**src/rtl/rst_seq_ctrl.sv**
```systemverilog
// rst_seq_ctrl: sequences memory and fabric resets from PLL locks, PERST# and calibration, with a calibration watchdog.
// Optional macro RST_SEQ_LED_BLINK_EN makes LEDn[3] blink on faults instead of staying lit.
module rst_seq_ctrl #(
    parameter int NUM_LOCKS     = 2,
    parameter int HOLD_CYCLES   = 16,
    parameter int CALIB_TIMEOUT = 1000000,
    parameter int BLINK_LOG2    = 24
) (
    input  logic                 aclk,
    input  logic                 sys_rst,
    input  logic [NUM_LOCKS-1:0] lock_in,
    input  logic                 perst_n,
    input  logic                 calib_done,
    output logic                 mem_rst,
    output logic                 core_resetn,
    output logic                 ready,
    output logic [2:0]           state_dbg,
    output logic [3:0]           fault_cnt,
    output logic [3:0]           LEDn
);
    typedef enum logic [2:0] {
        S_RST   = 3'd0,
        S_WAIT  = 3'd1,
        S_HOLD  = 3'd2,
        S_MEM   = 3'd3,
        S_RUN   = 3'd4,
        S_FAULT = 3'd5
    } state_t;

    localparam logic [15:0] HOLD_LAST = 16'(HOLD_CYCLES - 1);
    localparam logic [23:0] TMO_LAST  = 24'(CALIB_TIMEOUT - 1);

    state_t               state_q, state_d;
    logic [NUM_LOCKS-1:0] lock_meta_q, lock_sync_q;
    logic                 perst_meta_q, perst_sync_q, calib_meta_q, calib_sync_q;
    logic [15:0]          hold_cnt_q, hold_cnt_d;
    logic [23:0]          tmo_cnt_q, tmo_cnt_d;
    logic [3:0]           fault_cnt_q, fault_cnt_d;
    logic                 mem_rst_q, mem_rst_d, core_resetn_q, core_resetn_d, ready_q, ready_d;
    logic                 all_ok, fault_inc, fault_led;

    assign all_ok = (&lock_sync_q) & perst_sync_q;

    always_ff @(posedge aclk or posedge sys_rst) begin
        if (sys_rst) begin
            lock_meta_q   <= '0;
            lock_sync_q   <= '0;
            perst_meta_q  <= 1'b0;
            perst_sync_q  <= 1'b0;
            calib_meta_q  <= 1'b0;
            calib_sync_q  <= 1'b0;
            state_q       <= S_RST;
            hold_cnt_q    <= '0;
            tmo_cnt_q     <= '0;
            fault_cnt_q   <= '0;
            mem_rst_q     <= 1'b1;
            core_resetn_q <= 1'b0;
            ready_q       <= 1'b0;
        end else begin
            lock_meta_q   <= lock_in;
            lock_sync_q   <= lock_meta_q;
            perst_meta_q  <= perst_n;
            perst_sync_q  <= perst_meta_q;
            calib_meta_q  <= calib_done;
            calib_sync_q  <= calib_meta_q;
            state_q       <= state_d;
            hold_cnt_q    <= hold_cnt_d;
            tmo_cnt_q     <= tmo_cnt_d;
            fault_cnt_q   <= fault_cnt_d;
            mem_rst_q     <= mem_rst_d;
            core_resetn_q <= core_resetn_d;
            ready_q       <= ready_d;
        end
    end

    // Loss of all_ok is tested first in every live state so it beats calibration and timeout events.
    always_comb begin
        state_d    = state_q;
        hold_cnt_d = hold_cnt_q;
        tmo_cnt_d  = tmo_cnt_q;
        fault_inc  = 1'b0;
        case (state_q)
            S_RST: state_d = S_WAIT;
            S_WAIT: begin
                if (all_ok) begin
                    state_d    = S_HOLD;
                    hold_cnt_d = '0;
                end
            end
            S_HOLD: begin
                if (!all_ok) state_d = S_WAIT;
                else if (hold_cnt_q == HOLD_LAST) begin
                    state_d   = S_MEM;
                    tmo_cnt_d = '0;
                end else hold_cnt_d = hold_cnt_q + 16'd1;
            end
            S_MEM: begin
                if (!all_ok) state_d = S_WAIT;
                else if (calib_sync_q) state_d = S_RUN;
                else if (tmo_cnt_q == TMO_LAST) begin
                    state_d    = S_FAULT;
                    hold_cnt_d = '0;
                    fault_inc  = 1'b1;
                end else tmo_cnt_d = tmo_cnt_q + 24'd1;
            end
            S_RUN: begin
                if (!all_ok) state_d = S_WAIT;
                else if (!calib_sync_q) begin
                    state_d    = S_FAULT;
                    hold_cnt_d = '0;
                    fault_inc  = 1'b1;
                end
            end
            S_FAULT: begin
                if (hold_cnt_q == HOLD_LAST) state_d = S_WAIT;
                else hold_cnt_d = hold_cnt_q + 16'd1;
            end
            default: state_d = S_RST;
        endcase
        fault_cnt_d   = (fault_inc && fault_cnt_q != 4'hF) ? fault_cnt_q + 4'd1 : fault_cnt_q;
        mem_rst_d     = !(state_q == S_MEM || state_q == S_RUN);
        core_resetn_d = state_q == S_RUN;
        ready_d       = state_q == S_RUN;
    end

`ifdef RST_SEQ_LED_BLINK_EN
    logic [BLINK_LOG2-1:0] blink_q, blink_d;

    always_comb blink_d = blink_q + BLINK_LOG2'(1);

    always_ff @(posedge aclk or posedge sys_rst) begin
        if (sys_rst) blink_q <= '0;
        else blink_q <= blink_d;
    end

    assign fault_led = blink_q[BLINK_LOG2-1];
`else
    assign fault_led = 1'b0;
`endif

    assign mem_rst     = mem_rst_q;
    assign core_resetn = core_resetn_q;
    assign ready       = ready_q;
    assign state_dbg   = state_q;
    assign fault_cnt   = fault_cnt_q;
    assign LEDn        = {(fault_cnt_q == 4'd0) ? 1'b1 : fault_led, ~ready_q, ~calib_sync_q, ~(&lock_sync_q)};
endmodule

```
**config.mk**
```make
export PLATFORM = sky130hd
export DESIGN_NAME = rst_seq_ctrl
export DESIGN_NICKNAME = d
export VERILOG_FILES = /design/src/rtl/rst_seq_ctrl.sv
export SDC_FILE = /design/constraint.sdc
export NUM_CORES = 1
export LEC_CHECK = 0
export ABC_CLOCK_PERIOD_IN_PS = 2200
export CAP_MARGIN = 20
export CORE_ASPECT_RATIO = 0.7
export CORE_MARGIN = 2
export CORE_UTILIZATION = 53
export DETAILED_ROUTE_END_ITERATION = 12
export GPL_ROUTABILITY_DRIVEN = 0
export HOLD_SLACK_MARGIN = 0.03
export PLACE_DENSITY = 0.75
export SLEW_MARGIN = 20
export SYNTH_ARGS = -nofsm -noshare
export SYNTH_HDL_FRONTEND = slang
export SYNTH_SLANG_ARGS = --single-unit
```
**constraint.sdc**
```tcl
create_clock -name aclk -period 2.2 [get_ports aclk]
set_input_delay 0.44 -clock aclk [delete_from_list [all_inputs] [get_ports aclk]]
set_output_delay 0.44 -clock aclk [all_outputs]
set_load 0.01 [all_outputs]
```
# Word-level counts from Yosys, hierarchy flattened
# Index checks and enable logic that the tools add are counted.
# totals
regBits	57
inputBits	6
output_inout_bits	14
word_cells	83
# op_classes
addsub	3
n_eq_ne	21
muxes	32
n_bitwise	4
n_reduce_logical	11
# op_table
cell	n
16-bit two-way mux	8
24-bit two-way mux	5
16-bit one-hot mux with 5 select lines	1
24-bit one-hot mux with 2 select lines	1
3-bit two-way mux	9
24-bit by 1-bit adder with 24-bit output (second input constant)	1
24-bit by 20-bit equality test with 1-bit output (second input constant)	1
2-bit inequality test (second input constant)	9
3-bit one-hot mux with 6 select lines	1
16-bit by 1-bit adder with 16-bit output (second input constant)	1
16-bit by 4-bit equality test with 1-bit output (second input constant)	1
4-bit inequality test (second input constant)	2
8-bit AND reduction	1
3-bit by 2-bit equality test with 1-bit output (second input constant)	2
3-bit equality test (second input constant)	2
1-bit two-way mux	6
3-bit inequality test (second input constant)	2
6-bit AND reduction	1
5-bit AND reduction	1
5-bit nonzero test	1
4-bit by 1-bit adder with 4-bit output (second input constant)	1
4-bit zero test	1
3-bit by 1-bit equality test with 1-bit output (second input constant)	1
3-bit zero test	1
other kinds (9)	11

# Longest topological paths before layout
# logic_depth
depth_word	6
depth_mapped	8
depth_no_buf	7

# Worst setup path after synthesis
# Ideal clock, no wire load.
# synth_timing
kind	register to register
from	register tmo_cnt_q[0]
to	register hold_cnt_q[12]
setup_ns	0.078
t_arrival_ns	2.101
required_time_ns	2.122
setup_slack_ns	0.020
path_stages_with_launch	9
path_buffers	1
period_less_slack_ns	2.180
path_cell_list	dfrtp_1 > ha_1 > nor4b_4 > nand3b_2 > nor4_4 > nor2_2 > buf_6 > or4_1 > a21oi_1
# synth_via
elab_chain_len	3
# synth_rtl
element	line_no	rtl
start: declaration	37	logic [23:0] tmo_cnt_q, tmo_cnt_d;
start signal: assignment	68	tmo_cnt_q <= tmo_cnt_d;
24-bit by 20-bit equality test with 1-bit output	100	else if (tmo_cnt_q == TMO_LAST) begin
2-bit inequality test (no source line)	n/a	
8-bit AND reduction (no source line)	n/a	
end signal: assignment	67	hold_cnt_q <= hold_cnt_d;
end: declaration	36	logic [15:0] hold_cnt_q, hold_cnt_d;
# No other way between the ends.
# A chain may end at the register's enable or synchronous reset.

# Final worst setup path
# Ends and elaborated chain as after synthesis.

==> results.toml <==
[synthesis]
ys_seq_area_share_pct = 48.5
synth_fp_nets = 308
synth_edf_count = 0
synth_area_leaders = "dfrtp_1 (48%), xor2_1 (5.4%), nor2_1 (5.0%)"
avgSynthCellArea_um2 = 9.89
ys_ff_latch = 57
async_reset_ff_share_pct = 100
synth_top_cell_area_share_pct = 47.6
synth_area_um2 = 2950
ys.flop_type = "dfrtp_1"
syn_inst = 298
synth.distinct_cells = 52
ys_warn_count = 0
yosysTopAreaCell = "dfrtp_1"

[clock_network]
insertion_delay_ns = 0.34
root_buffer = "clkbuf_8"
htree_levels = 3
cts_buffers = 9
clock-sinks = 57
max-clock-path-buffers = 2
clk_pin_slew_worst_paths_ns = 0.06
tritoncts = "done"
holdBufCountCts = 0

[global_route]
grt_use_met1_pct = 35.4
grt_usage_pct = 23.6
grt_pass1_vias = 2304
use_met3_pct = 7.41
grt-ovfl-total = 0
use_met2_pct = 31.6
grt_max_degree = 45
grt_pass1_wl_um = 11000
antenna_found_initial = 0
grt_busiest_layer = "met1"

[final_layout]
fin_cells = 417
final_cell_mix = "dfrtp_1 (56), nor2_1 (39), buf_4 (23)"
drive_above_1_share_pct = 17.1
diodes = 0
final_common_cell = "dfrtp_1"
area_delta_synth_final_pct = 21.0
finalNetCount = 351
stdcell_area_um2 = 3560

[setup_path]
crit_arrival_ns = 2.32
path_max_fanout = 6
critPathBufInv = 1
crit_path_end_kind = "register"
path_cells = "ha_2 -> nor4b_4 -> nand3b_4 -> nor4_4 -> nor2_4 -> buf_4 -> o31ai_1 -> a21oi_2"
crit_path_start_kind = "register"
required_ns = 2.42
path_class = "register to register"
cp_top_family = "simple AND/OR/NAND/NOR gates"
critical-path-slowest-cell = "dfrtp_1"
cpPeakStageDelay_ns = 0.38

[timing]
tns_ns = 0
setup_viol = 0
finClkSkew_ns = 0.00485
fmax_mhz = 476
relSlewSlack_pct = 64.9
finalCriticalPeriod_ns = 2.10
drv_slew = 0
timing.final.crit_share_pct = 95.4
hold_viol_final = 0
tightest_slew_ns = 0.524

[placement]
dp_cells = 396
io_buffers = 19
place_area_um2 = 3320
dp_hpwl_um = 4490

[floorplan]
start_util_pct = 55.5
core_um2 = 5310
rows = 22
die_y_um = 66.4
pin_count = 20
die_area_um2 = 6180
fp.dieW_um = 93.1

[drt]
drt_iter0_markers = 182
vias = 2467
drt-total-wl_um = 6460
drc = 0
via_per_inst = 5.92
avgRoutedWirePerCell_um = 15.5
ant_nets = 0
dr.pass1.iters = 4

[power]
power.density_nw_per_um2 = 599
p_leak_nw = 1.57
peakVddDrop_v = 0.000462

[status]
status = "finished, final reports clean"

[hold_path]
hold_path_class = "register to register"

[flow_run]
cap_violations = 0
per-layer routing:
metal,part of all wire (%),vias to the layer above
met1,48,1175
li1,-,1172
met3,9.0,8
met5,0,-
met4,1.1,0
met2,41,112
synth_stat cells (6+ instances only):
master    n
a21oi_1   6
a31oi_1   7
and3_1    6
dfrtp_1  56
inv_1     7
nand2_1  19
nand3_1  16
nand4_1  13
nor2_1   39
nor3_1   10
nor4_1    6
o21ai_0  17
xnor2_1  11
xor2_1   18
kinds of logic (layout without fill, tap and decap cells):
kind of cell,after synthesis,after routing,synth area share (%)
xor gates and xnor gates,29,29,8.62
DFF,57,57,48.5
buffers and inverters,18,65,3.02
adders and majority gates,4,4,1.70
AOI/OAI and AO/OA,48,48,10.4
and+or+nand+nor,139,139,26.7
muxes,3,3,1.15
metrics by stage:
stage	util (%)	hold WS, ns	power, mW	setup slack (ns)
after floorplan	-	0.331	1.23	0.0205
after global placement	62.4	0.334	1.29	0.152
after detailed placement	62.4	0.337	1.30	0.112
after CTS	65.5	0.348	2.13	0.0314
after global routing	67.1	0.357	2.23	-0.0515
final	67.1	0.347	2.14	0.100
flip-flops by register name (all words and copies together) (netlist names):
signal and cells:
tmo_cnt_q 24, hold_cnt_q 16, fault_cnt 4, state_dbg 3, lock_meta_q 2, lock_sync_q 2
calib_meta_q 1, calib_sync_q 1, mem_rst 1, perst_meta_q 1, perst_sync_q 1, ready 1
worst paths after layout:
check / start / endpoint / slack (ns) / cells past startpoint
max: tmo_cnt_q[0] / hold_cnt_q[12] / 0.10 / 8
min: lock_meta_q[1] / lock_sync_q[1] / 0.35 / 0
max reg2reg: tmo_cnt_q[0] / hold_cnt_q[12] / 0.10 / 8
min reg2reg: lock_meta_q[1] / lock_sync_q[1] / 0.35 / 0
max in group asynchronous: sys_rst / mem_rst / 1.24 / 3
min in group asynchronous: sys_rst / perst_meta_q / 0.37 / 2
report_power, final:
group,switching (mW),internal [mW],leakage [nW]
logic,0.0956,0.0983,0.716
clock network,0.404,0.429,0.0822
registers,0.0280,1.08,0.767
total,0.527,1.61,1.57
cell type report:
cell class	instances	area, um2
multi-input combinational	223	1470
clock inverter	3	17.5
timing repair buffer	43	385
inverter	7	26.3
sequential	57	1430
tap	72	90.1
fill	397	1750
clock buffer	12	145
timing repair:
action                     CTS  global route
setup endpoints to repair    0             3
buffers inserted             0             6
gates resized for setup      0             9
No activity file was read; power rests on OpenSTA's default activity.
==> variant: new RTL, config.mk and constraints unchanged <==
Change the parameter `NUM_LOCKS` from 2 to 1.
--- a/src/rtl/rst_seq_ctrl.sv
+++ b/src/rtl/rst_seq_ctrl.sv
@@ -2,5 +2,5 @@
 // Optional macro RST_SEQ_LED_BLINK_EN makes LEDn[3] blink on faults instead of staying lit.
 module rst_seq_ctrl #(
-    parameter int NUM_LOCKS     = 2,
+    parameter int NUM_LOCKS     = 1,
     parameter int HOLD_CYCLES   = 16,
     parameter int CALIB_TIMEOUT = 1000000,
Interface: changed (resized lock_in); port bits go from 20 to 19. The function was not compared with the original's and may differ.
==> variant against the unedited design <==
Final cell count grew 8.4%; non-clock buffer count rose by 5; sequential cell count fell by 2; setup slack got worse by 0.019 ns; first-iteration DRC count rose by 57%; area after synthesis increased by 9.6%; die area is 9.0% higher; final area increased by 5.7%; routed wire length grew 19%.
Power is not compared: it rests on default switching activity, and its combinational part moved more than twofold at a synthesized area within 25%.
==> variant: results (changes against the unedited design) <==
* # diodes at 0 (unchanged)
* Slew HR at 0.667 (+0.0184)
* Post-synthesis sequential area ratio at 0.427 (-0.0578)
* Max VDD drop at approximately 0.42 mV
* Avg Cell Area, Syn at 9.44 um2 (-4.5%)
* Gr usage total at 0.235 (-0.00104)
* Crit-path max FO at 28 (+22)
* Initial DRC Count at 285 (+57%)
* Post-DP HPWL at 5440 um (+21%)
* Clock Latency Late Sink at 0.31 ns (-0.03 ns)
* Distinct cells, synth at 57 (+9.6%)
* Filler Cells Inserted at 480 (+21%)
* Placed cell count at 444 (+12%)
* Largest register FFs at 24 (unchanged)
* Largest net degree at the start of global routing at 29 (-36%)
* Number of global-route vias before repair at 2632 (+14%)
* Commonest cells post-synth: dfrtp_1, nand2_1, nor2_1
* Clock Skew at 0.0115 ns (+0.00663 ns)
* Worst Hold Class: reg2reg
* Routed WL at 7660 um (+19%)
* Layout cells sized above 1 at 0.154 (-0.0172)
* Fin nets at 386 (+10%)
* 1st-pass router iterations at 5 (+1)
* Synth warn at 0 (unchanged)
* Largest Register: tmo_cnt_q
* Synthesized net count at 351 (+14%)
* Clock tree buffer depth at 2 (unchanged)
* CP arrival at 2.35 ns (+0.03 ns)
* Num CTS Buffers at 5 (-4)
* First-pass GRT wire length at 13100 um (+19%)
* Finish-stage setup viols at 0 (unchanged)
* Status: finished, final reports clean
* Buffers on Ports at 18 (-1)
* Clock Pin Slew Worst Setup and Hold Paths at 0.10 ns (+0.04 ns)
* H-tree Lvls at 2 (-1)
* Lkg Pwr at 1.62 nW
* Root Driver: clkbuf_8
* Pre-CTS worst setup slack at 0.0869 ns (-0.0254 ns)
* DP Area at 3630 um2 (+9.4%)
* Vias at 2848 (+15%)
* Post-synth top flop: dfrtp_1
* Area contributors post-synth: dfrtp_1, mux2i_1, nand2_1
* Asr flop ratio synth at 1.00 (unchanged)
* Initial antenna violation count at 0 (unchanged)
* Routed len/inst at 17.0 um (+9.5%)
[variant: worst max-delay path, cell delays in order, from the launching register on]
cell,delay (ns)
dfrtp_1,0.45
nor4_2,0.34
nand4_1,0.17
or3_1,0.43
buf_12,0.19
a211oi_2,0.26
mux2i_1,0.22
[variant: cells by family (layout without fill, tap and decap cells)]
family,count (synthesis),after routing,share of synthesized area
multiplexers,18,18,0.0570
flip-flops,55,55,0.427
AND/OR/NAND/NOR,151,151,0.263
adder cells (fa/ha/maj),4,4,0.0155
buffers and inverters,34,69,0.0566
AO/OA/AOI/OAI,79,79,0.179
XOR/XNOR,1,1,0.00271
[variant: routing by layer]
metal / vias to the layer above / global-route usage / wire, um
li1: 1341 / - / -
met1: 1387 / 0.382 / 3850
met2: 118 / 0.329 / 3250
met3: 2 / 0.0433 / 536
met4: 0 / 0.0432 / 26
met5: - / 0 / 0
[variant: final timing paths]
check,end,startpoint,depth (start not counted),slack [ns]
min in group asynchronous,tmo_cnt_q[4],sys_rst,2,0.47
setup / recovery,tmo_cnt_q[23],hold_cnt_q[7],6,0.08
hold / removal,perst_sync_q,perst_meta_q,0,0.35
hold reg to reg,perst_sync_q,perst_meta_q,0,0.35
setup reg to reg,tmo_cnt_q[23],hold_cnt_q[7],6,0.08
max in group asynchronous,tmo_cnt_q[13],sys_rst,3,1.15
[variant: final cells by class]
type | instances | area (um2) | share of cell area
inverters | 14 | 52.6 | 0.0140
well taps | 75 | 93.8 | 0.0249
flip-flops and latches | 55 | 1380 | 0.366
multi-input cells | 253 | 1690 | 0.450
repair buffers | 48 | 445 | 0.118
clock buffers | 6 | 72.6 | 0.0193
clock inverters | 1 | 30.0 | 0.00797
[variant: timing repair]
item / 4_1_cts / 5_1_grt
setup endpoints to repair: 0 / 24
gates resized for setup: 0 / 6
buffers inserted: 0 / 1
[variant: power by group]
| part | internal [mW] | total, mW | switching [mW] |
|---|---|---|---|
| clock | 0.334 | 0.653 | 0.319 |
| sequential | 1.06 | 1.11 | 0.0544 |
| combinational | 0.266 | 0.589 | 0.323 |
| total | 1.66 | 2.36 | 0.696 |
